[src/rtl/ysyx_22050518_cmp_iter.sv]
// ---------------------------------------------------------------------------
// ysyx_22050518_cmp_iter
//
// Multi-cycle integer compare unit for the execute stage. It resolves
// BEQ/BNE/BLT/BGE/BLTU/BGEU and SLT/SLTU, including RV64 word mode.
// Operands are compared MSB-first, CHUNK bits per cycle, and the compare stops
// at the first chunk that differs. Only one request is in flight at a time.
//
// Ports:
//   clk, rst_n      clock (rising edge), asynchronous active-low reset
//   flush           synchronous squash, discards any in-flight request
//   in_valid/ready  request handshake; op, word, src0, src1 are the request
//   out_valid/ready result handshake
//   out_res         {XLEN-1 zeros, result bit of the requested op}
//   out_lt/ltu/eq   signed less-than, unsigned less-than, equality flags
// ---------------------------------------------------------------------------
module ysyx_22050518_cmp_iter #(
    parameter int XLEN  = 64,
    parameter int CHUNK = 16
) (
    input  logic            clk,
    input  logic            rst_n,
    input  logic            flush,
    input  logic            in_valid,
    output logic            in_ready,
    input  logic [2:0]      op,
    input  logic            word,
    input  logic [XLEN-1:0] src0,
    input  logic [XLEN-1:0] src1,
    output logic            out_valid,
    input  logic            out_ready,
    output logic [XLEN-1:0] out_res,
    output logic            out_lt,
    output logic            out_ltu,
    output logic            out_eq
);

    localparam int NCH = XLEN / CHUNK;
    localparam int KW  = (NCH > 1) ? $clog2(NCH) : 1;

    localparam logic [KW-1:0] K_FULL = KW'(NCH - 1);
    localparam logic [KW-1:0] K_WORD = KW'(32 / CHUNK - 1);

    localparam logic [1:0] S_IDLE = 2'd0;
    localparam logic [1:0] S_BUSY = 2'd1;
    localparam logic [1:0] S_DONE = 2'd2;

    localparam logic [2:0] OP_EQ  = 3'b000;
    localparam logic [2:0] OP_NE  = 3'b001;
    localparam logic [2:0] OP_LT  = 3'b010;
    localparam logic [2:0] OP_GE  = 3'b011;
    localparam logic [2:0] OP_LTU = 3'b100;
    localparam logic [2:0] OP_GEU = 3'b101;

    logic [1:0]      state_q, state_d;
    logic [XLEN-1:0] a_q, a_d;
    logic [XLEN-1:0] b_q, b_d;
    logic [2:0]      op_q, op_d;
    logic            word_q, word_d;
    logic [KW-1:0]   k_q, k_d;
    logic [XLEN-1:0] res_q, res_d;
    logic            lt_q, lt_d;
    logic            ltu_q, ltu_d;
    logic            eq_q, eq_d;

    logic             accept;
    logic [CHUNK-1:0] a_ch, b_ch;
    logic             sa, sb;
    logic             ch_diff, ch_ltu, ch_lt;

    function automatic logic op_bit(input logic [2:0] o, input logic lt,
                                    input logic ltu, input logic eq);
        logic r;
        case (o)
            OP_EQ:   r = eq;
            OP_NE:   r = ~eq;
            OP_LT:   r = lt;
            OP_GE:   r = ~lt;
            OP_LTU:  r = ltu;
            OP_GEU:  r = ~ltu;
            default: r = 1'b0;
        endcase
        return r;
    endfunction

    always_comb begin
        in_ready = ~flush & ((state_q == S_IDLE) |
                             ((state_q == S_DONE) & out_ready));
        accept   = in_valid & in_ready;
    end

    // Current chunk select; word mode only ever visits the low 32/CHUNK chunks.
    always_comb begin
        a_ch = '0;
        b_ch = '0;
        for (int unsigned i = 0; i < NCH; i++) begin
            if (k_q == KW'(i)) begin
                a_ch = a_q[i*CHUNK +: CHUNK];
                b_ch = b_q[i*CHUNK +: CHUNK];
            end
        end
    end

    always_comb begin
        sa      = word_q ? a_q[31] : a_q[XLEN-1];
        sb      = word_q ? b_q[31] : b_q[XLEN-1];
        ch_diff = (a_ch != b_ch);
        ch_ltu  = (a_ch < b_ch);
        // First differing chunk decides; opposite signs decide by sign alone.
        ch_lt   = (sa ^ sb) ? sa : ch_ltu;
    end

    always_comb begin
        state_d = state_q;
        a_d     = a_q;
        b_d     = b_q;
        op_d    = op_q;
        word_d  = word_q;
        k_d     = k_q;
        res_d   = res_q;
        lt_d    = lt_q;
        ltu_d   = ltu_q;
        eq_d    = eq_q;

        case (state_q)
            S_BUSY: begin
                if (ch_diff) begin
                    lt_d    = ch_lt;
                    ltu_d   = ch_ltu;
                    eq_d    = 1'b0;
                    res_d   = '0;
                    res_d[0] = op_bit(op_q, ch_lt, ch_ltu, 1'b0);
                    state_d = S_DONE;
                end else if (k_q == '0) begin
                    lt_d    = 1'b0;
                    ltu_d   = 1'b0;
                    eq_d    = 1'b1;
                    res_d   = '0;
                    res_d[0] = op_bit(op_q, 1'b0, 1'b0, 1'b1);
                    state_d = S_DONE;
                end else begin
                    k_d = k_q - 1'b1;
                end
            end
            S_DONE: begin
                if (out_ready) begin
                    state_d = S_IDLE;
                end
            end
            default: begin
                state_d = S_IDLE;
            end
        endcase

        // Accept is possible from IDLE or from a completing DONE (no bubble).
        if (accept) begin
            a_d     = src0;
            b_d     = src1;
            op_d    = op;
            word_d  = word;
            k_d     = word ? K_WORD : K_FULL;
            state_d = S_BUSY;
        end

        if (flush) begin
            state_d = S_IDLE;
        end
    end

    always_ff @(posedge clk or negedge rst_n) begin
        if (!rst_n) begin
            state_q <= S_IDLE;
            a_q     <= '0;
            b_q     <= '0;
            op_q    <= '0;
            word_q  <= 1'b0;
            k_q     <= '0;
            res_q   <= '0;
            lt_q    <= 1'b0;
            ltu_q   <= 1'b0;
            eq_q    <= 1'b0;
        end else begin
            state_q <= state_d;
            a_q     <= a_d;
            b_q     <= b_d;
            op_q    <= op_d;
            word_q  <= word_d;
            k_q     <= k_d;
            res_q   <= res_d;
            lt_q    <= lt_d;
            ltu_q   <= ltu_d;
            eq_q    <= eq_d;
        end
    end

    always_comb begin
        out_valid = (state_q == S_DONE);
        out_res   = res_q;
        out_lt    = lt_q;
        out_ltu   = ltu_q;
        out_eq    = eq_q;
    end

endmodule
[config.mk]
export PLATFORM = sky130hd
export DESIGN_NAME = ysyx_22050518_cmp_iter
export DESIGN_NICKNAME = d
export VERILOG_FILES = /design/src/rtl/ysyx_22050518_cmp_iter.sv
export SDC_FILE = /design/constraint.sdc
export NUM_CORES = 1
export LEC_CHECK = 0
export CAP_MARGIN = 40
export CORE_MARGIN = 2
export CORE_UTILIZATION = 30
export CTS_CLUSTER_SIZE = 25
export DETAILED_ROUTE_END_ITERATION = 6
export GPL_ROUTABILITY_DRIVEN = 0
export MAX_ROUTING_LAYER = met4
export PLACE_DENSITY_LB_ADDON = 0.2
export SLEW_MARGIN = 40
export SYNTH_ARGS = -nofsm -noshare
export SYNTH_HDL_FRONTEND = slang
export SYNTH_SLANG_ARGS = --single-unit
[constraint.sdc]
create_clock -name clk -period 4.49 [get_ports clk]
set_input_delay 0.6735 -clock clk [delete_from_list [all_inputs] [get_ports clk]]
set_output_delay 0.6735 -clock clk [all_outputs]
set_load 0.01 [all_outputs]
# == Word-level counts from Yosys, hierarchy flattened ==
# Cells that the tools add are included.
# classes
n_addsub,1
n_lt_le_gt_ge,1
n_eq_ne,15
n_mux,31
n_bitwise,8
reduce_logical,9
# op_table
cell,n
16-bit 2-to-1 mux,8
64-bit 2-to-1 mux,2
2-bit 2-to-1 mux,10
16-bit < comparator,1
16-bit != test,1
1-bit 2-to-1 mux,9
"2-bit == test, second input constant",3
"3-bit by 2-bit == test with 1-bit output, second input constant",2
"3-bit == test, second input constant",2
"5-bit != test, second input constant",1
1-bit one-hot mux with 5 select lines,1
"2-bit by 1-bit == test with 1-bit output, second input constant",2
2-bit zero test,2
"2-bit != test, second input constant",2
"4-bit by 2-bit != test with 1-bit output, second input constant",1
2-bit one-hot mux with 2 select lines,1
2-bit AND reduction,2
2-bit nonzero test,2
1-bit AND,3
"3-bit by 1-bit == test with 1-bit output, second input constant",1
3-bit zero test,1
1-bit inverter,3
3-bit AND reduction,1
3-bit OR reduction,1
3 further kinds,3
# totals
regBits,203
out_inout_bits,69
wordCells,75

# == Depth between registers and ports, before layout ==
# Gate-level depths: netlist (run 1).
# depth
depth_word,10
mapped_depth,17
depth_no_buf,15

# == Least setup slack after synthesis (run 1) ==
# OpenSTA, ideal clock, no wires.
# synth_path
kind,register -> register
startpoint,register k_q[0]
endpoint,"register res_q[0], in the netlist out_res[0]"
setup_ns,0.118
t_arrival_ns,3.181
required_time_ns,4.372
slack_ns,1.191
path_stages_with_launch,16
path_buffers,2
synth_period_minus_slack_ns,3.299
path_cell_list,dfrtp_1 -> inv_1 -> ha_1 -> clkbuf_1 -> clkbuf_1 -> nand2_1 -> nor2_1 -> a21oi_1 -> o21ai_0 -> mux2i_1 -> ha_1 -> nand4_2 -> a2111oi_0 -> nor3_1 -> a221o_1 -> a21o_1
# synth_via
elab_chain_cells,10
word_cells_on_any_way,21
# synth_rtl
element,line_no,rtl
start: declaration,60,"logic [KW-1:0] k_q, k_d;"
start signal: assignment,188,k_q <= k_d;
2-bit zero test,"97, 134",
16-bit 2-to-1 mux (4 in a row),97,if (k_q == KW'(i)) begin
16-bit < comparator,108,ch_ltu = (a_ch < b_ch);
1-bit 2-to-1 mux,110,ch_lt = (sa ^ sb) ? sa : ch_ltu;
1-bit inverter,78,OP_GE: r = ~lt;
1-bit one-hot mux with 5 select lines,74,case (o)
64-bit 2-to-1 mux,127,if (ch_diff) begin
end signal: assignment,189,res_q <= res_d;
end: declaration,61,"logic [XLEN-1:0] res_q, res_d;"
# Parallel ways exist; a longest one is shown, timed or not.
# A chain may end at the register's enable or synchronous reset.

# == Worst setup path in the final report (run 1) ==
# layout_path
startpoint,register k_q[1]
endpoint,"register res_q[0], in the netlist out_res[0]"
# The elaborated chain is that of the path after synthesis.

==> flow_summary.yaml, run 1 <==
status:
  status: "finished, final reports clean"
floorplanning:
  placementRows: 57
  dieHeight_um: 161
  pin_count: 206
  die_area_mm2: 0.0258
  die_x_um: 161
  core_mm2: 0.0242
  initial_core_util_pct: 30.4
finish:
  drive_gt1_share_pct: 4.90
  multiInputGateArea_mm2: 0.00340
  nFillCells: 2560
  area_delta_synth_final_pct: 28.8
  diodes: 0
  final_nets: 1225
  seqCellArea_mm2: 0.00350
grt:
  antenna_found_initial: 0
  gr-usage-all-layers_pct: 16.7
  grt_start_max_net_pins: 98
  grt_pass1_vias: 6092
  grt-ovfl-total: 0
  grt_pass1_wl_um: 32700
detailed_routing:
  drc: 0
  avgRoutedWirePerCell_um: 14.4
  via_per_inst: 4.34
  ant_nets: 0
  wirelength_um: 20200
  vias: 6096
  dr.pass1.iters: 4
  drt-initial-drc-count: 378
worst_setup_path:
  critPathLaunchType: "register"
  worst_setup_path_end_kind: "register"
  critPathArrivalTime_ps: 4320
  cp.required_ps: 4810
  crit_type: "reg2reg"
  cp_max_fo: 34
clock_tree:
  clockBufferDepth: 2
  cts.sinks: 140
  cts-resized-gates: 0
  clockRootBuffer: "clkbuf_16"
  clock_latency_ps: 430
  cts-buffers-inserted: 17
  h-tree-depth: 4
  cts_setup_buffers: 0
  ctsHoldBuffers: 0
  clk_pin_slew_ps: 60
  cts_tree: "yes"
yosys:
  ys.flop_type: "dfrtp_1"
  synth-seq-area-share_pct: 47.7
  synth_seq_cells: 140
  synth_cell_types: 42
  synth_top_cells_by_area: "dfrtp_1 (48%), nand2_1 (24%), buf_4 (6.5%)"
  syn_area_per_cell_um2: 7.75
  synth.top_cell.area_share_pct: 47.7
  ys_async_sr_fraction_pct: 100
  synth-edff-count: 0
  yosys_warnings: 0
  syn_inst: 949
  synth_largest_area_cell: "dfrtp_1"
  yosys-top-cells-count: "nand2_1 (464), dfrtp_1 (140), buf_4 (64)"
  yosysMostFrequentCell: "nand2_1"
  syn_area_mm2: 0.00735
flow_run:
  maxCapViolations: 0
sta:
  clock_skew_ps: 8.85
  final-hold-violation-count: 0
  drv_slew: 0
  worst_slew_margin_rel_pct: 57.4
  rsz0062_at_grt: "no"
  fin_tns_setup_ps: 0
  fmax_mhz: 250
  fin_crit_ps: 4000
  worstMarginPinSlew_ps: 623
  finalSetupViolations: 0
  period_share_pct: 89.1
power:
  p_per_area_mw_per_mm2: 408
  p_leak_nw: 4.69
  ir_drop_mv: 0.214
  total_power_mw: 3.86
placement:
  numPortBuffers: 142
  hpwl_um: 14700
min_path:
  hold_path.class: "in2async"
layout make-up:
class / instances / share of cell area (%)
Sequential cell: 140 / 37.0
Multi-Input combinational cell: 752 / 36.0
Timing Repair Buffer: 153 / 16.5
Clock buffer: 17 / 4.49
Tap cell: 324 / 4.28
Clock inverter: 15 / 1.64
Inverter: 4 / 0.159
routing by layer:
metal | wire length, um | GRT usage, % | vias to the layer above
met4 | 291 | 4.30 | 0
met2 | 9140 | 25.0 | 153
met1 | 9970 | 23.2 | 2798
met5 | 0 | - | -
li1 | - | - | 3124
met3 | 826 | 3.62 | 21
cells by family (layout without fill, tap and decap cells):
group | after synthesis | in the layout | synth area share (%)
and+or+nand+nor | 538 | 538 | 28.5
DFF | 140 | 140 | 47.7
buffers and inverters | 119 | 189 | 9.43
AOI/OAI and AO/OA | 112 | 112 | 8.39
adders and majority gates | 20 | 20 | 3.40
muxes | 17 | 17 | 2.31
xor gates and xnor gates | 2 | 2 | 0.238
other | 1 | 63 | 0.0510
path summary, 6_finish.rpt:
path / startpoint / endpoint / slack [ps] / cells after the start
hold reg to reg: b_q[41] / b_q[41] / 470 / 2
hold / removal: rst_n / a_q[0] / 80 / 1
setup / recovery: k_q[1] / out_res[0] / 490 / 13
setup reg to reg: k_q[1] / out_res[0] / 490 / 13
max in group asynchronous: rst_n / b_q[43] / 3590 / 2
min in group clk: b_q[41] / b_q[41] / 470 / 2
per-stage QoR:
step           hold WS, ps  setup WS, ps  instance area (um^2)  std cells  util [%]
3_3_place_gp           459           623                  8850       1372      36.6
4_1_cts                320           541                  9440       1404      39.0
6_report              81.2           488                  9470       1405      39.2
3_5_place_dp           462           563                  8860       1372      36.6
2_1_floorplan          378          1190                  7580       1011         -
5_1_grt               75.6           106                  9470       1405      39.2
report_power, final:
group | switching, mW | internal, mW | leakage, nW | total, mW
logic | 0.484 | 0.382 | 2.67 | 0.866
clock network | 0.627 | 0.738 | 0.285 | 1.36
registers | 0.152 | 1.48 | 1.73 | 1.63
total | 1.26 | 2.60 | 4.69 | 3.86
worst max-delay path, cell delays in order, from the launching register on:
cell,delay [ps]
dfrtp_1,400
inv_1,110
ha_2,550
buf_4,410
nor2_1,90
a21oi_1,180
o21ai_0,110
mux2i_1,270
ha_1,210
nand4_2,150
a2111oi_0,610
nor3_1,230
a221o_1,370
a21o_1,180
layout by cell type (no fill, tap or decap), types with 2 or more instances in the layout:
cell,Yosys,routed
a211oi_1,2,2
a21o_1,4,4
a21oi_1,55,55
a22o_1,2,2
buf_12,0,2
buf_4,64,7
clkbuf_16,0,17
clkdlybuf4s50_1,0,141
clkinv_4,0,4
clkinv_8,0,3
conb_1,1,63
dfrtp_1,140,140
ha_1,20,17
ha_2,0,3
inv_1,4,4
inv_6,0,5
inv_8,0,2
mux2i_1,17,17
nand2_1,464,463
nand2b_1,2,2
nand3_1,2,2
nand3b_1,3,3
nand4_1,3,3
nor2_1,51,51
nor2b_1,3,3
nor3_1,2,2
o21ai_0,39,39
sequential cells by signal, indices dropped and copies added (netlist names):
name and flops:
op_q 3, k_q 2, out_ltu 1, out_lt 1, state_q 2, word_q 1, out_eq 1, out_res 1
a_q 64, b_q 64
No activity file was read; power rests on OpenSTA's default activity.
==> inputs of run 2 (changes only) <==
--- a/config.mk
+++ b/config.mk
@@ -11,6 +11,7 @@
 export CTS_CLUSTER_SIZE = 25
 export DETAILED_ROUTE_END_ITERATION = 6
 export GPL_ROUTABILITY_DRIVEN = 0
+export GPL_TIMING_DRIVEN = 0
 export MAX_ROUTING_LAYER = met4
 export PLACE_DENSITY_LB_ADDON = 0.2
 export SLEW_MARGIN = 40
==> run 2 against run 1 <==
Clock skew shrank 1.3 ps. Flip-flop and latch count is the same. Power grew 5.1%. Critical path type unchanged. Non-clock buffer count grew 106. Cell count grew 7.5%. Clock power grew 9%. Fmax shrank 2.5%. First-iteration DRC count grew 11%. Sequential power is essentially flat.
==> flow_summary.yaml, run 2 (same netlist as run 1, synthesis figures left out) <==
status:
  status: "finished, final reports clean"
grt:
  grt_pass1_wl_um: 35600
  grt_start_max_net_pins: 63
  grt-ovfl-total: 0
  antenna_found_initial: 0
  gr-usage-all-layers_pct: 18.6
  grt_pass1_vias: 6615
sta:
  fin_tns_setup_ps: 0
  final-hold-violation-count: 0
  rsz0062_at_grt: "no"
  period_share_pct: 91.4
  whs_ps: 89.1
  worst_slew_margin_rel_pct: 46.6
  clock_skew_ps: 7.57
  finalSetupViolations: 0
  drv_slew: 0
  worstMarginPinSlew_ps: 802
  fin_crit_ps: 4110
  fmax_mhz: 244
worst_setup_path:
  path_buf_inv: 3
  cp_slowest_cell: "or4_4"
  crit_type: "reg2reg"
  crit_top_cell: "nor2_1"
  critPathLaunchType: "register"
  cp.required_ps: 4810
  critPathArrivalTime_ps: 4420
  slowest_delay_ps: 610
  cp_max_fo: 10
  worst_setup_path_end_kind: "register"
  crit_path_cell_trace: "inv_1 > ha_1 > clkbuf_1 > buf_1 > nor2_1 > a21oi_1 > nor2_1 > a21oi_1 > o21ai_0 > ha_1 > nand4_2 > or4_4 > or3_4 > mux2i_1 > nor2_1 > a21oi_2"
  crit_family: "simple AND/OR/NAND/NOR gates"
clock_tree:
  clockRootBuffer: "clkbuf_16"
  clock_latency_ps: 430
  cts.sinks: 140
  clockBufferDepth: 2
  cts_tree: "yes"
  h-tree-depth: 4
  cts-buffers-inserted: 17
  clk_pin_slew_ps: 60
detailed_routing:
  wirelength_um: 22700
  ant_nets: 0
  vias: 6517
  via_per_inst: 4.31
  drc: 0
  avgRoutedWirePerCell_um: 15.0
  drt-initial-drc-count: 421
  dr.pass1.iters: 5
floorplanning:
  die_area_mm2: 0.0258
  die_x_um: 161
  initial_core_util_pct: 30.4
  pin_count: 206
  dieHeight_um: 161
  placementRows: 57
  core_mm2: 0.0242
power:
  netSwitchingFraction_pct: 31.3
  pwr-share-comb_pct: 23.6
  seq_power_share_pct: 40.0
  switchingPower_mw: 1.27
  clockPowerShare_pct: 36.4
  p_leak_nw: 5.09
  ir_drop_mv: 0.210
  p_int_mw: 2.79
  p_per_area_mw_per_mm2: 402
flow_run:
  maxCapViolations: 0
placement:
  hpwl_um: 17600
  numPortBuffers: 142
  dp.cells: 1479
finish:
  final_nets: 1331
  layout_commonest_cell: "nand2_1"
  top_regs: "a_q (64), b_q (64), op_q (3)"
  area_delta_synth_final_pct: 37.4
  nFillCells: 2541
  diodes: 0
  fin_cells: 1511
  seqCellArea_mm2: 0.00350
  multiInputGateArea_mm2: 0.00340
  final_cell_mix: "nand2_1 (464), clkdlybuf4s50_1 (141), dfrtp_1 (140), buf_4 (64), conb_1 (63)"
  postLayoutCoreUtil_pct: 41.8
  drive_gt1_share_pct: 9.52
min_path:
  hold_path.class: "in2async"
-- run 2: worst paths after layout --
path	from	to	slack, ps	cells after the start
max	k_q[1]	k_q[1]	380	16
min	rst_n	a_q[4]	90	1
max reg2reg	k_q[1]	k_q[1]	380	16
min reg2reg	a_q[23]	a_q[23]	470	2
max in group asynchronous	rst_n	b_q[57]	3790	2
min in group clk	a_q[23]	a_q[23]	470	2
-- run 2: routing by layer --
metal	GRT usage (%)	routed length (um)	vias up
met5	-	0	-
met3	3.07	921	21
met2	30.0	10800	159
met1	24.5	10600	3000
met4	4.67	271	0
li1	-	-	3337
-- run 2: what timing repair did --
item                                    in CTS  in global routing
gates resized for setup                      0                  7
endpoints found under the setup margin       0                  5
setup buffers                                0                  0
hold buffers                                 0                  0
-- run 2: cell type report --
cell class	instances	area share, %
tap	324	4.01
buffer	115	6.75
sequential	140	34.7
multi-input combinational	752	33.7
clock inverter	15	1.85
inverter	4	0.149
timing repair buffer	144	14.7
clock buffer	17	4.21
-- run 2: power by group through the flow --
stage / Combinational (mW) / Sequential, mW / Clock [mW]
after global routing: 1.08 / 1.66 / 1.56
after CTS: 0.956 / 1.62 / 1.50
final: 0.956 / 1.62 / 1.48
after detailed placement: 0.950 / 1.64 / 0
after floorplan: 0.578 / 1.60 / 0
after global placement: 0.927 / 1.64 / 0
-- run 2: metrics by stage --
stage	instance area (um^2)	power, mW	worst slack [ps]
CTS	10100	4.08	30.4
detailed placement	9470	2.59	66.4
global placement	9410	2.57	-3210
global route	10100	4.30	47.1
floorplan	7580	2.18	1190
finish	10100	4.06	385
